### src/rtl/otter_timer_pkg.sv
// otter_timer_pkg
//   Shared constants for the OTTER I/O-bus timer.
//   BASE_ADDR      : fixed word address of the register block
//   OFF_*          : byte offsets of each register from BASE_ADDR
//   CTRL_* / STATUS_PEND : bit positions inside CTRL and STATUS
//   reg_sel_e / decode() : exact word-address decode used by the top
package otter_timer_pkg;

    localparam logic [31:0] BASE_ADDR  = 32'h1100_0100;

    localparam logic [31:0] OFF_CTRL   = 32'h0000_0000;
    localparam logic [31:0] OFF_LOAD   = 32'h0000_0004;
    localparam logic [31:0] OFF_COUNT  = 32'h0000_0008;
    localparam logic [31:0] OFF_STATUS = 32'h0000_000C;
    localparam logic [31:0] OFF_PRESC  = 32'h0000_0010;

    localparam int CTRL_EN     = 0;
    localparam int CTRL_AUTO   = 1;
    localparam int CTRL_IE     = 2;
    localparam int STATUS_PEND = 0;

    typedef enum logic [2:0] {
        REG_NONE,
        REG_CTRL,
        REG_LOAD,
        REG_COUNT,
        REG_STATUS,
        REG_PRESC
    } reg_sel_e;

    // Full 32-bit compare: aliases and byte offsets inside a word hit nothing.
    function automatic reg_sel_e decode(input logic [31:0] addr);
        reg_sel_e sel;
        sel = REG_NONE;
        if      (addr == BASE_ADDR + OFF_CTRL)   sel = REG_CTRL;
        else if (addr == BASE_ADDR + OFF_LOAD)   sel = REG_LOAD;
        else if (addr == BASE_ADDR + OFF_COUNT)  sel = REG_COUNT;
        else if (addr == BASE_ADDR + OFF_STATUS) sel = REG_STATUS;
        else if (addr == BASE_ADDR + OFF_PRESC)  sel = REG_PRESC;
        return sel;
    endfunction

endpackage

### src/rtl/timer_prescaler.sv
// timer_prescaler
//   Divides CLK by presc+1 while enabled.
//   CLK   : clock
//   RST   : synchronous active-high reset
//   en    : count enable; counter frozen when low
//   clr   : synchronous clear of the counter (takes priority over counting)
//   presc : terminal value; tick fires when the counter equals it
//   tick  : one-cycle pulse, combinational from the counter state
module timer_prescaler (
    input  logic        CLK,
    input  logic        RST,
    input  logic        en,
    input  logic        clr,
    input  logic [15:0] presc,
    output logic        tick
);

    logic [15:0] cnt_q;

    assign tick = en && (cnt_q == presc);

    always_ff @(posedge CLK) begin
        if (RST) begin
            cnt_q <= '0;
        end else if (clr) begin
            cnt_q <= '0;
        end else if (en) begin
            // If presc is lowered below the current count, the counter
            // runs through the 16-bit wrap and meets presc on the way back.
            cnt_q <= tick ? '0 : cnt_q + 16'd1;
        end
    end

endmodule

### src/rtl/otter_iobus_timer.sv
// otter_iobus_timer
//   Memory-mapped down-counting timer on the OTTER MCU I/O bus.
//   CLK        : clock
//   RST        : synchronous active-high reset
//   IOBUS_ADDR : MCU I/O address (exact word decode)
//   IOBUS_OUT  : MCU write data
//   IOBUS_WR   : one-cycle write strobe
//   IOBUS_IN   : zero-latency read data (0 while RST)
//   INT        : level interrupt, PEND & IE
module otter_iobus_timer
    import otter_timer_pkg::*;
(
    input  logic        CLK,
    input  logic        RST,
    input  logic [31:0] IOBUS_ADDR,
    input  logic [31:0] IOBUS_OUT,
    input  logic        IOBUS_WR,
    output logic [31:0] IOBUS_IN,
    output logic        INT
);

    logic [2:0]  ctrl_q,  ctrl_d;
    logic [31:0] load_q,  load_d;
    logic [31:0] count_q, count_d;
    logic        pend_q,  pend_d;
    logic [15:0] presc_q, presc_d;

    reg_sel_e    sel;
    logic        wr_ctrl, wr_load, wr_status, wr_presc;
    logic        tick, psc_clr, expire, dec;
    logic [31:0] rdata;

    assign sel       = decode(IOBUS_ADDR);
    assign wr_ctrl   = IOBUS_WR && (sel == REG_CTRL);
    assign wr_load   = IOBUS_WR && (sel == REG_LOAD);
    assign wr_status = IOBUS_WR && (sel == REG_STATUS);
    assign wr_presc  = IOBUS_WR && (sel == REG_PRESC);

    // Restart the tick phase on a reload or when the timer is switched on.
    assign psc_clr = wr_load ||
                     (wr_ctrl && IOBUS_OUT[CTRL_EN] && !ctrl_q[CTRL_EN]);

    timer_prescaler u_psc (
        .CLK   (CLK),
        .RST   (RST),
        .en    (ctrl_q[CTRL_EN]),
        .clr   (psc_clr),
        .presc (presc_q),
        .tick  (tick)
    );

    // A LOAD write owns COUNT that cycle, so the tick is swallowed.
    assign expire = tick && !wr_load && (count_q == '0);
    assign dec    = tick && !wr_load && (count_q != '0);

    always_comb begin
        ctrl_d  = ctrl_q;
        load_d  = load_q;
        count_d = count_q;
        pend_d  = pend_q;
        presc_d = presc_q;

        if (wr_ctrl)  ctrl_d  = IOBUS_OUT[2:0];
        if (wr_load)  load_d  = IOBUS_OUT;
        if (wr_presc) presc_d = IOBUS_OUT[15:0];
        if (wr_status && IOBUS_OUT[STATUS_PEND]) pend_d = 1'b0;

        if (wr_load) begin
            count_d = IOBUS_OUT;
        end else if (dec) begin
            count_d = count_q - 32'd1;
        end else if (expire) begin
            count_d = ctrl_q[CTRL_AUTO] ? load_q : '0;
        end

        // Hardware events applied last so they win over software writes.
        if (expire) begin
            pend_d = 1'b1;
            if (!ctrl_q[CTRL_AUTO]) ctrl_d[CTRL_EN] = 1'b0;
        end
    end

    always_ff @(posedge CLK) begin
        if (RST) begin
            ctrl_q  <= '0;
            load_q  <= '0;
            count_q <= '0;
            pend_q  <= 1'b0;
            presc_q <= '0;
        end else begin
            ctrl_q  <= ctrl_d;
            load_q  <= load_d;
            count_q <= count_d;
            pend_q  <= pend_d;
            presc_q <= presc_d;
        end
    end

    always_comb begin
        rdata = '0;
        case (sel)
            REG_CTRL:   rdata = {29'b0, ctrl_q};
            REG_LOAD:   rdata = load_q;
            REG_COUNT:  rdata = count_q;
            REG_STATUS: rdata = {31'b0, pend_q};
            REG_PRESC:  rdata = {16'b0, presc_q};
            default:    rdata = '0;
        endcase
    end

    // RST masks outputs so nothing leaks before the first reset edge.
    assign IOBUS_IN = RST ? '0 : rdata;
    assign INT      = !RST && pend_q && ctrl_q[CTRL_IE];

endmodule

### config.mk
export PLATFORM = sky130hd
export DESIGN_NAME = otter_iobus_timer
export DESIGN_NICKNAME = d
export VERILOG_FILES = /design/src/rtl/otter_timer_pkg.sv /design/src/rtl/timer_prescaler.sv /design/src/rtl/otter_iobus_timer.sv
export SDC_FILE = /design/constraint.sdc
export NUM_CORES = 1
export LEC_CHECK = 0
export CORE_UTILIZATION = 53
export CTS_CLUSTER_DIAMETER = 50
export DETAILED_ROUTE_END_ITERATION = 8
export PLACE_DENSITY = 0.8
export SYNTH_ARGS = -nofsm -noshare
export SYNTH_HDL_FRONTEND = slang
export SYNTH_SLANG_ARGS = --single-unit
### constraint.sdc
create_clock -name CLK -period 5.2 [get_ports CLK]
set_input_delay 0.52 -clock CLK [delete_from_list [all_inputs] [get_ports CLK]]
set_output_delay 0.52 -clock CLK [all_outputs]
set_load 0.1 [all_outputs]
==> flow_metrics.tcl, run 1 <==
set metrics [dict create \
    fp.dieH_um 106 \
    required_ns 4.68 \
    yosysUniqueCellTypes 65 \
    firstDrtPassIters 7 \
    critical_path.most_common_cell "buf_4" \
    reg2reg_from "count_q[12]$_SDFFE_PP0P_" \
    min_period_over_period_pct 80.2 \
    nNetsFinal 898 \
    synth_compound_area_share_pct 21.4 \
    reg2reg_slack_ns 1.56 \
    track_usage_pct 31.9 \
    io_buffer_count 99 \
    dp_hpwl_um 12300 \
    fin_skew_ns 0.0149 \
    seq_area_frac_synth_pct 34.6 \
    worst_skew_pair.late_latency_ns 0.41 \
    drt_iter0_drc 682 \
    fin_crit_ns 4.17 \
    ys_async_sr_fraction_pct 0 \
    routed_wl_um 18200 \
    synth_top_family_by_area "simple AND/OR/NAND/NOR gates" \
    status "finished clean" \
    p_per_area_nw_per_um2 192 \
    clockRootBuffer "clkbuf_8" \
    maxSlewViolCount 0 \
    ios 100 \
    fin_cells 969 \
    ys_seq_elements 100 \
    critical_path.startpoint_type "primary input" \
    ff2ff_path_depth 6 \
    path_max_fanout 14 \
    cpMaxStageDelayCell "and2_0" \
    rows 37 \
    regArea_sq_um 2000 \
    multi_input_area_sq_um 3550 \
    cts_buffers 9 \
    worst-setup-path-type "primary input to output port" \
    avgViaCountPerCell 6.44 \
    vias 6244 \
    antenna_cells 0 \
    max_stage_delay_ns 0.81 \
    fmax_mhz 240 \
    synth_adder_area_share_pct 0.649 \
    hold_buffers 0 \
    synthFlopType "dfxtp_1" \
    die_w_um 106 \
    syn_to_final_growth_pct 19.9 \
    end_kind "output port" \
    antenna_left 0 \
    syn-cell-area_sq_um 5780 \
    cpLargestDelayFamily "simple AND/OR/NAND/NOR gates" \
    total_power_w 0.00133 \
    rsz0062_at_grt "no" \
    wl_per_cell_um 18.8 \
    crit_chain "clkdlybuf4s50_1, nor4b_1, nand4_1, nor4_1, buf_4, and2_0, a222oi_1, nor2_1, buf_4" \
    finalSetupViolations 0 \
    netlist_instances 762 \
    die_area_sq_um 11300 \
    final_cell_mix "nand2_1, dfxtp_1, nor2_1" \
    min-delay-start "load_q[19]$_SDFFE_PP0P_" \
    cts_tree "built" \
    tns_ns 0 \
    drc_errors 0 \
    start_util_pct 55.3 \
    vdd_ir_drop_max_uv 211 \
    synth_xor_area_share_pct 7.87 \
    power_leakage_nw 2.42 \
    worstReg2RegEnd "count_q[30]$_SDFFE_PP0P_" \
    grt_pass1_vias 5689 \
    layout_commonest_cell "nand2_1" \
    syn_avg_cell_area_sq_um 7.59 \
    synth_edf_count 0 \
    worst-path-buf-inv 3 \
    post_cts_buffers 0 \
    synthSimpleGateAreaFrac_pct 29.7 \
    synth_mux_area_share_pct 1.12 \
    slew_headroom_pct 31.3 \
    ctsResizeCount 0 \
    fillers 927 \
    grt_first_pass_wirelength_um 28500 \
    maxCapViolCount 0 \
    grt_max_degree 53 \
    gp_congestion 0.903 \
    hold_path.class "flop to flop" \
    min_path_cells 2 \
    cts.sinks 100 \
    core_sq_um 10500 \
    yosys_warnings 0 \
    grt-ovfl-total 0 \
    antenna_found_initial 0 \
    tightest_slew_ns 1.03 \
    worstHoldEndpoint "load_q[19]$_SDFFE_PP0P_" \
    dp.cells 953 \
    hold_violations 0 \
    clk_pin_slew_ns 0.10 \
    syn-num-nets 832 \
    htree_num_levels 3 \
    drive_gt1_share_pct 9.72 \
    arrival_ns 3.65 \
    cts_max_path_buffers 2 \
]
[where the power goes]
part	switching, W	total, W	leakage (nW)	internal, W
clock network	0.000298	0.000488	0.0887	0.000190
registers	0.000000000000240	0.000765	0.805	0.000765
logic	0.0000322	0.0000805	1.52	0.0000483
total	0.000330	0.00133	2.42	0.00100
[state kept, by name, summed over array words and instances, names as in the netlist]
signal and count:
u_psc.cnt_q 16, presc_q 16, count_q 32, load_q 32, pend_q 1, ctrl_q 3
[final cells by class]
| type | count | area share, % |
|---|---|---|
| Multi-Input combinational cell | 600 | 51.2 |
| Sequential cell | 100 | 28.9 |
| Timing Repair Buffer | 113 | 14.6 |
| Tap cell | 136 | 2.45 |
| Clock buffer | 10 | 1.98 |
| Clock inverter | 6 | 0.722 |
| Inverter | 4 | 0.216 |
[routing by layer]
metal	global-route usage, %	wire [um]	vias to the layer above
li1	-	-	2903
met1	41.2	7400	2932
met2	51.8	8320	362
met3	6.38	1910	47
met4	13.2	569	0
met5	0	0	-
[kinds of logic (layout without fill, tap and decap cells)]
group,count (synthesis),count (layout)
buffers and inverters,62,133
and+or+nand+nor,351,351
DFF,100,100
xor gates and xnor gates,52,52
adders and majority gates,3,3
AOI/OAI and AO/OA,188,188
muxes,6,6
[synthesized netlist by cell type, types with 4 or more instances]
cell / count / area, sq um
nor3b_1: 4 / 30.0
buf_1: 4 / 15.0
a21boi_0: 7 / 52.6
o21ai_0: 22 / 110
a31oi_1: 10 / 62.6
o21ai_1: 11 / 55.1
nor4_1: 17 / 106
o22ai_1: 4 / 25.0
xnor2_1: 24 / 210
a22oi_1: 16 / 120
a211oi_1: 4 / 30.0
nand4_1: 13 / 81.3
or3_1: 7 / 43.8
a222oi_1: 16 / 160
buf_2: 6 / 30.0
nor3_1: 26 / 130
nor2_1: 79 / 297
or4_1: 7 / 52.6
nand3_1: 19 / 95.1
nand3b_1: 6 / 45.0
clkbuf_1: 43 / 161
a311oi_1: 6 / 52.6
nand2_1: 134 / 503
nor4b_1: 4 / 35.0
or4_4: 4 / 45.0
xor2_1: 28 / 245
and3_1: 10 / 62.6
inv_1: 4 / 15.0
dfxtp_1: 100 / 2000
a21oi_1: 62 / 310
[worst register-to-register path: cells and delay by family (launching register included)]
family           cells  cell delay [ns]
AND/OR/NAND/NOR      4             2.70
flip-flops           1             0.40
AO/OA/AOI/OAI        2             0.47
[worst max path at each step]
stage,start,endpoint,cells past startpoint
finish,IOBUS_ADDR[27],IOBUS_IN[6],9
global route,IOBUS_ADDR[20],IOBUS_IN[8],9
CTS,IOBUS_ADDR[27],IOBUS_IN[6],9
detailed placement,IOBUS_ADDR[27],IOBUS_IN[6],9
global placement,IOBUS_ADDR[27],IOBUS_IN[5],9
floorplan,IOBUS_ADDR[20],IOBUS_IN[10],7
[per-stage QoR]
step,utilization (%),hold slack [ns],area [sq um],setup slack [ns]
floorplan,-,0.444,5780,1.16
global placement,64.5,0.457,6750,1.32
detailed placement,64.5,0.466,6750,1.08
CTS,66.3,0.482,6940,1.08
global route,66.3,0.503,6940,0.878
finish,66.3,0.481,6940,1.03
(Power assumes the default switching activity.)
==> inputs of run 2 (changes only) <==
clock period = 4.01 ns   (was 5.2 ns; I/O delays follow)
==> run 2 against run 1 <==
Compared with the run above:
- sequential share of layout area shrank 1.6 points
- core utilization grew 3.9 points
- clock power grew 15%
- sequential power grew 30%
- global-route usage grew 0.44 points
- critical endpoint is now IOBUS_IN[8]
- largest cell class unchanged
- largest power group unchanged
==> flow_metrics.tcl, run 2 (synthesis gave the netlist of run 1 again) <==
set metrics [dict create \
    status "finished clean" \
    nNetsFinal 903 \
    critical_path.startpoint_type "primary input" \
    place_area_sq_um 7190 \
    firstDrtPassIters 7 \
    ctsResizeCount 0 \
    htree_num_levels 3 \
    cpMaxStageDelayCell "nor4b_1" \
    layout_commonest_cell "nand2_1" \
    max_stage_delay_ns 0.52 \
    hold_buffers 0 \
    tns_ns 0 \
    stdcell_area_sq_um 7340 \
    grt_max_degree 90 \
    wl_per_cell_um 18.5 \
    drt_iter0_drc 748 \
    avgViaCountPerCell 6.50 \
    fin_skew_ns 0.0106 \
    antenna_found_initial 0 \
    path_max_fanout 19 \
    cts_tree "built" \
    power_leakage_nw 2.52 \
    min_period_over_period_pct 88.7 \
    fin_crit_ns 3.56 \
    whs_ns 0.477 \
    final_cell_mix "nand2_1, dfxtp_1, nor2_1" \
    rows 37 \
    routed_wl_um 18000 \
    worst_skew_pair.late_latency_ns 0.36 \
    hold_violations 0 \
    antenna_left 0 \
    fp.dieH_um 106 \
    tightest_slew_ns 0.964 \
    critical_path.most_common_cell "nor4b_1" \
    vias 6325 \
    cts_max_path_buffers 2 \
    p_per_area_nw_per_um2 226 \
    die_w_um 106 \
    ios 100 \
    io_buffer_count 99 \
    reg2reg_from "count_q[12]$_SDFFE_PP0P_" \
    track_usage_pct 32.3 \
    dp_hpwl_um 12400 \
    pre_cts_slack_ns 0.484 \
    hold_path.class "flop to flop" \
    clockRootBuffer "clkbuf_8" \
    finalSetupViolations 0 \
    grt-ovfl-total 0 \
    post_cts_buffers 0 \
    maxSlewViolCount 0 \
    total_power_w 0.00166 \
    reg_top3 "count_q: 32 flops, load_q: 32 flops" \
    core_sq_um 10500 \
    syn_to_final_growth_pct 26.9 \
    vdd_ir_drop_max_uv 149 \
    grt_pass1_vias 6109 \
    startpoint "IOBUS_ADDR[27]" \
    cts.sinks 100 \
    min-delay-start "load_q[17]$_SDFFE_PP0P_" \
    start_util_pct 55.3 \
    antenna_cells 0 \
    end_kind "output port" \
    die_area_sq_um 11300 \
    drive_gt1_share_pct 9.80 \
    worst-setup-path-type "primary input to output port" \
    gp_congestion 0.908 \
    grt_first_pass_wirelength_um 29600 \
    rsz0062_at_grt "no" \
    cts_buffers 9 \
    fmax_mhz 281 \
    drc_errors 0 \
    maxCapViolCount 0 \
    setup_slack_ns 0.452 \
    required_ns 3.61 \
    crit_chain "clkdlybuf4s50_1, nor4b_1, nand4_1, nor4b_1, nor2b_2, buf_4, a222oi_1, nor2_1, buf_12" \
    clk_pin_slew_ns 0.09 \
    slew_headroom_pct 35.6 \
    arrival_ns 3.16 \
]
-- run 2: changes by cell type in the layout (fill, tap and decap cells not counted), sizes merged --
cell / delta
clkinvlp: -2
clkbuf: +2
clkinv: -1
buf: +5
-- run 2: layout make-up --
type | count | area (sq um)
multi-input combinational | 600 | 3540
fill | 835 | 3120
sequential | 100 | 2000
timing repair buffer | 118 | 1460
tap | 136 | 170
clock buffer | 12 | 135
clock inverter | 3 | 15.0
inverter | 4 | 15.0
-- run 2: metal layers --
metal  up-vias  track usage (%)  wire, um  part of all wire (%)
met5         -                0         0                     0
met3        66             4.23      1860                    10
met2       418             52.3      8250                    46
li1       2905                -         -                     -
met1      2936             42.0      7220                    40
met4         0             16.6       655                   3.6
-- run 2: critical path, delay by kind of cell --
kind | cells | cell delay, ns
AO/OA/AOI/OAI | 1 | 0.14
buffers and inverters | 3 | 0.90
AND/OR/NAND/NOR | 5 | 1.71
-- run 2: metrics by stage --
step	cells	util, %
CTS	973	70.2
finish	973	70.2
global placement	958	68.7
detailed placement	958	68.7
global route	973	70.2
floorplan	762	-
-- run 2: worst paths after layout --
kind                              endpoint  slack (ns)  cells past startpoint
setup / recovery               IOBUS_IN[8]        0.45                      9
hold reg to reg    load_q[17]$_SDFFE_PP0P_        0.48                      2
hold / removal     load_q[17]$_SDFFE_PP0P_        0.48                      2
setup reg to reg  count_q[30]$_SDFFE_PP0P_        0.64                      6
-- run 2: power by group --
group,total (W),internal [W],switching [W]
clock network,0.000561,0.000221,0.000340
logic,0.000105,0.0000627,0.0000422
registers,0.000992,0.000992,0.000000000000302
==> inputs of run 3 (changes only) <==
PLACE_DENSITY = 0.79   (was 0.8)
SKIP_CTS_REPAIR_TIMING = 1   (was unset)
SYNTH_HIERARCHICAL = 1   (was unset)
==> run 3 against run 2 <==
Compared with the run above:
- final cell count rose by 3.3%
- sequential power barely moved
- largest cell class unchanged
- clock skew fell by 0.0019 ns
- worst hold slack got worse by 0.0049 ns
- flip-flop and latch count did not move
- critical endpoint is now IOBUS_IN[2]
- sequential share of layout area fell by 1.2 points
- core utilization fell by 0.23 points
==> flow_metrics.tcl, run 3 <==
set metrics [dict create \
    status "finished clean" \
    start_util_pct 55.1 \
    synthFlopType "dfxtp_1" \
    pre_cts_slack_ns 0.509 \
    htree_num_levels 3 \
    arrival_ns 3.16 \
    core_sq_um 11000 \
    fin_crit_ns 3.56 \
    wl_met1_um 7520 \
    cts.sinks 100 \
    syn-num-nets 869 \
    seq_area_frac_synth_pct 33.1 \
    min-delay-start "load_q[29]$_SDFFE_PP0P_" \
    end_kind "output port" \
    hold_path.class "flop to flop" \
    cts_max_path_buffers 2 \
    gp_congestion 0.899 \
    final_cell_mix "nand2_1, dfxtp_1, nor2_1" \
    slew_headroom_pct 29.2 \
    grt_max_degree 83 \
    reg_top3 "count_q: 32 flops, load_q: 32 flops" \
    syn_avg_cell_area_sq_um 7.58 \
    wl_per_cell_um 19.1 \
    vdd_ir_drop_max_uv 345 \
    critical_path.startpoint_type "primary input" \
    layout_commonest_cell "nand2_1" \
    tns_ns 0 \
    worst-setup-path-type "primary input to output port" \
    setup_slack_ns 0.453 \
    p_per_area_nw_per_um2 261 \
    ys_async_sr_fraction_pct 0 \
    routed_wl_um 19200 \
    vias 6578 \
    reg2reg_from "u_psc/cnt_q[11]$_SDFFE_PP0P_" \
    track_usage_pct 33.9 \
    cts_buffers 9 \
    grt_first_pass_wirelength_um 31900 \
    maxCapViolCount 0 \
    die_w_um 109 \
    grt-ovfl-total 0 \
    total_power_w 0.00200 \
    clk_pin_slew_ns 0.07 \
    die_area_sq_um 11900 \
    syn-cell-area_sq_um 6050 \
    startpoint "IOBUS_ADDR[19]" \
    maxSlewViolCount 0 \
    tightest_slew_ns 1.06 \
    rows 38 \
    drc_errors 0 \
    fp.dieH_um 109 \
    drt_iter0_drc 742 \
    ys_seq_elements 100 \
    fmax_mhz 281 \
    synth_commonest_cells "nand2_1, dfxtp_1, nor2_1" \
    grt_pass1_vias 6527 \
    path_max_fanout 32 \
    drive_gt1_share_pct 10.8 \
    synth_edf_count 0 \
    avgViaCountPerCell 6.55 \
    synthTopCellsByArea "dfxtp_1, nand2_1, a21oi_1, nor2_1, xor2_1" \
    dp_hpwl_um 13000 \
    finalSetupViolations 0 \
    rsz0062_at_grt "no" \
    power_leakage_nw 2.69 \
    fin_cells 1005 \
    hold_violations 0 \
    worst_skew_pair.late_latency_ns 0.34 \
    antenna_cells 0 \
    whs_ns 0.472 \
    route.met3.wl_um 1840 \
    dp.cells 990 \
    fin_skew_ns 0.00866 \
    synth_top_area_share_pct 33.1 \
    met2_length_um 9270 \
    io_buffer_count 99 \
    yosysTopAreaCell "dfxtp_1" \
    cts_tree "built" \
    firstDrtPassIters 7 \
    nNetsFinal 931 \
    netlist_instances 799 \
    yosysUniqueCellTypes 67 \
    antenna_found_initial 0 \
    clockRootBuffer "clkbuf_16" \
    syn_to_final_growth_pct 26.9 \
    dr.max_layer_used "met4" \
    antenna_left 0 \
    ios 100 \
    yosys.cell_count.top_type "nand2_1" \
    yosys_warnings 6 \
    required_ns 3.61 \
    min_period_over_period_pct 88.7 \
]
==> run 3: kinds of logic after synthesis <==
kind of cell,count (synthesis),synth area share [%]
multiplexers,8,1.53
AND/OR/NAND/NOR,376,31.3
AO/OA/AOI/OAI,198,22.1
XOR/XNOR,40,5.79
adder cells (fa/ha/maj),3,0.620
buffers and inverters,74,5.62
flip-flops,100,33.1
==> run 3: area by class of cell <==
cell class                      instances  area [sq um]
Multi-Input combinational cell        625          3730
Fill cell                             910          3300
Sequential cell                       100          2000
Clock buffer                           14           274
Clock inverter                          1          30.0
Timing Repair Buffer                  118          1450
Tap cell                              140           175
Inverter                                7          26.3
==> run 3: report_power, final <==
| part | internal, W | total, W | switching, W |
|---|---|---|---|
| Combinational | 0.0000637 | 0.000113 | 0.0000495 |
| Sequential | 0.000993 | 0.000993 | 0.000000000000338 |
| Clock | 0.000533 | 0.000897 | 0.000365 |
==> run 3: worst max-delay path: stages <==
cell and delay [ns]:
clkdlybuf4s50_1 0.42, nor4b_1 0.42, nand4_1 0.24, nor3_1 0.41, and2_1 0.19, buf_4 0.35, a222oi_1 0.19, a21oi_1 0.30
buf_12 0.22
==> run 3: path summary, 6_finish.rpt <==
check / cells after the start / end / slack, ns
max: 9 / IOBUS_IN[2] / 0.45
min: 2 / load_q[29]$_SDFFE_PP0P_ / 0.47
max reg2reg: 9 / count_q[16]$_SDFFE_PP0P_ / 1.04
min reg2reg: 2 / load_q[29]$_SDFFE_PP0P_ / 0.47
==> run 3: routing by layer <==
| layer | track usage (%) | vias to the layer above |
|---|---|---|
| met3 | 6.75 | 56 |
| li1 | - | 3044 |
| met2 | 56.3 | 374 |
| met5 | 0 | - |
| met4 | 16.2 | 0 |
| met1 | 41.9 | 3104 |
==> run 3: through the flow <==
stage	area (sq um)	util [%]
finish	7680	69.9
global route	7680	69.9
CTS	7680	69.9
detailed placement	7380	67.2
global placement	7380	67.2
floorplan	6050	-
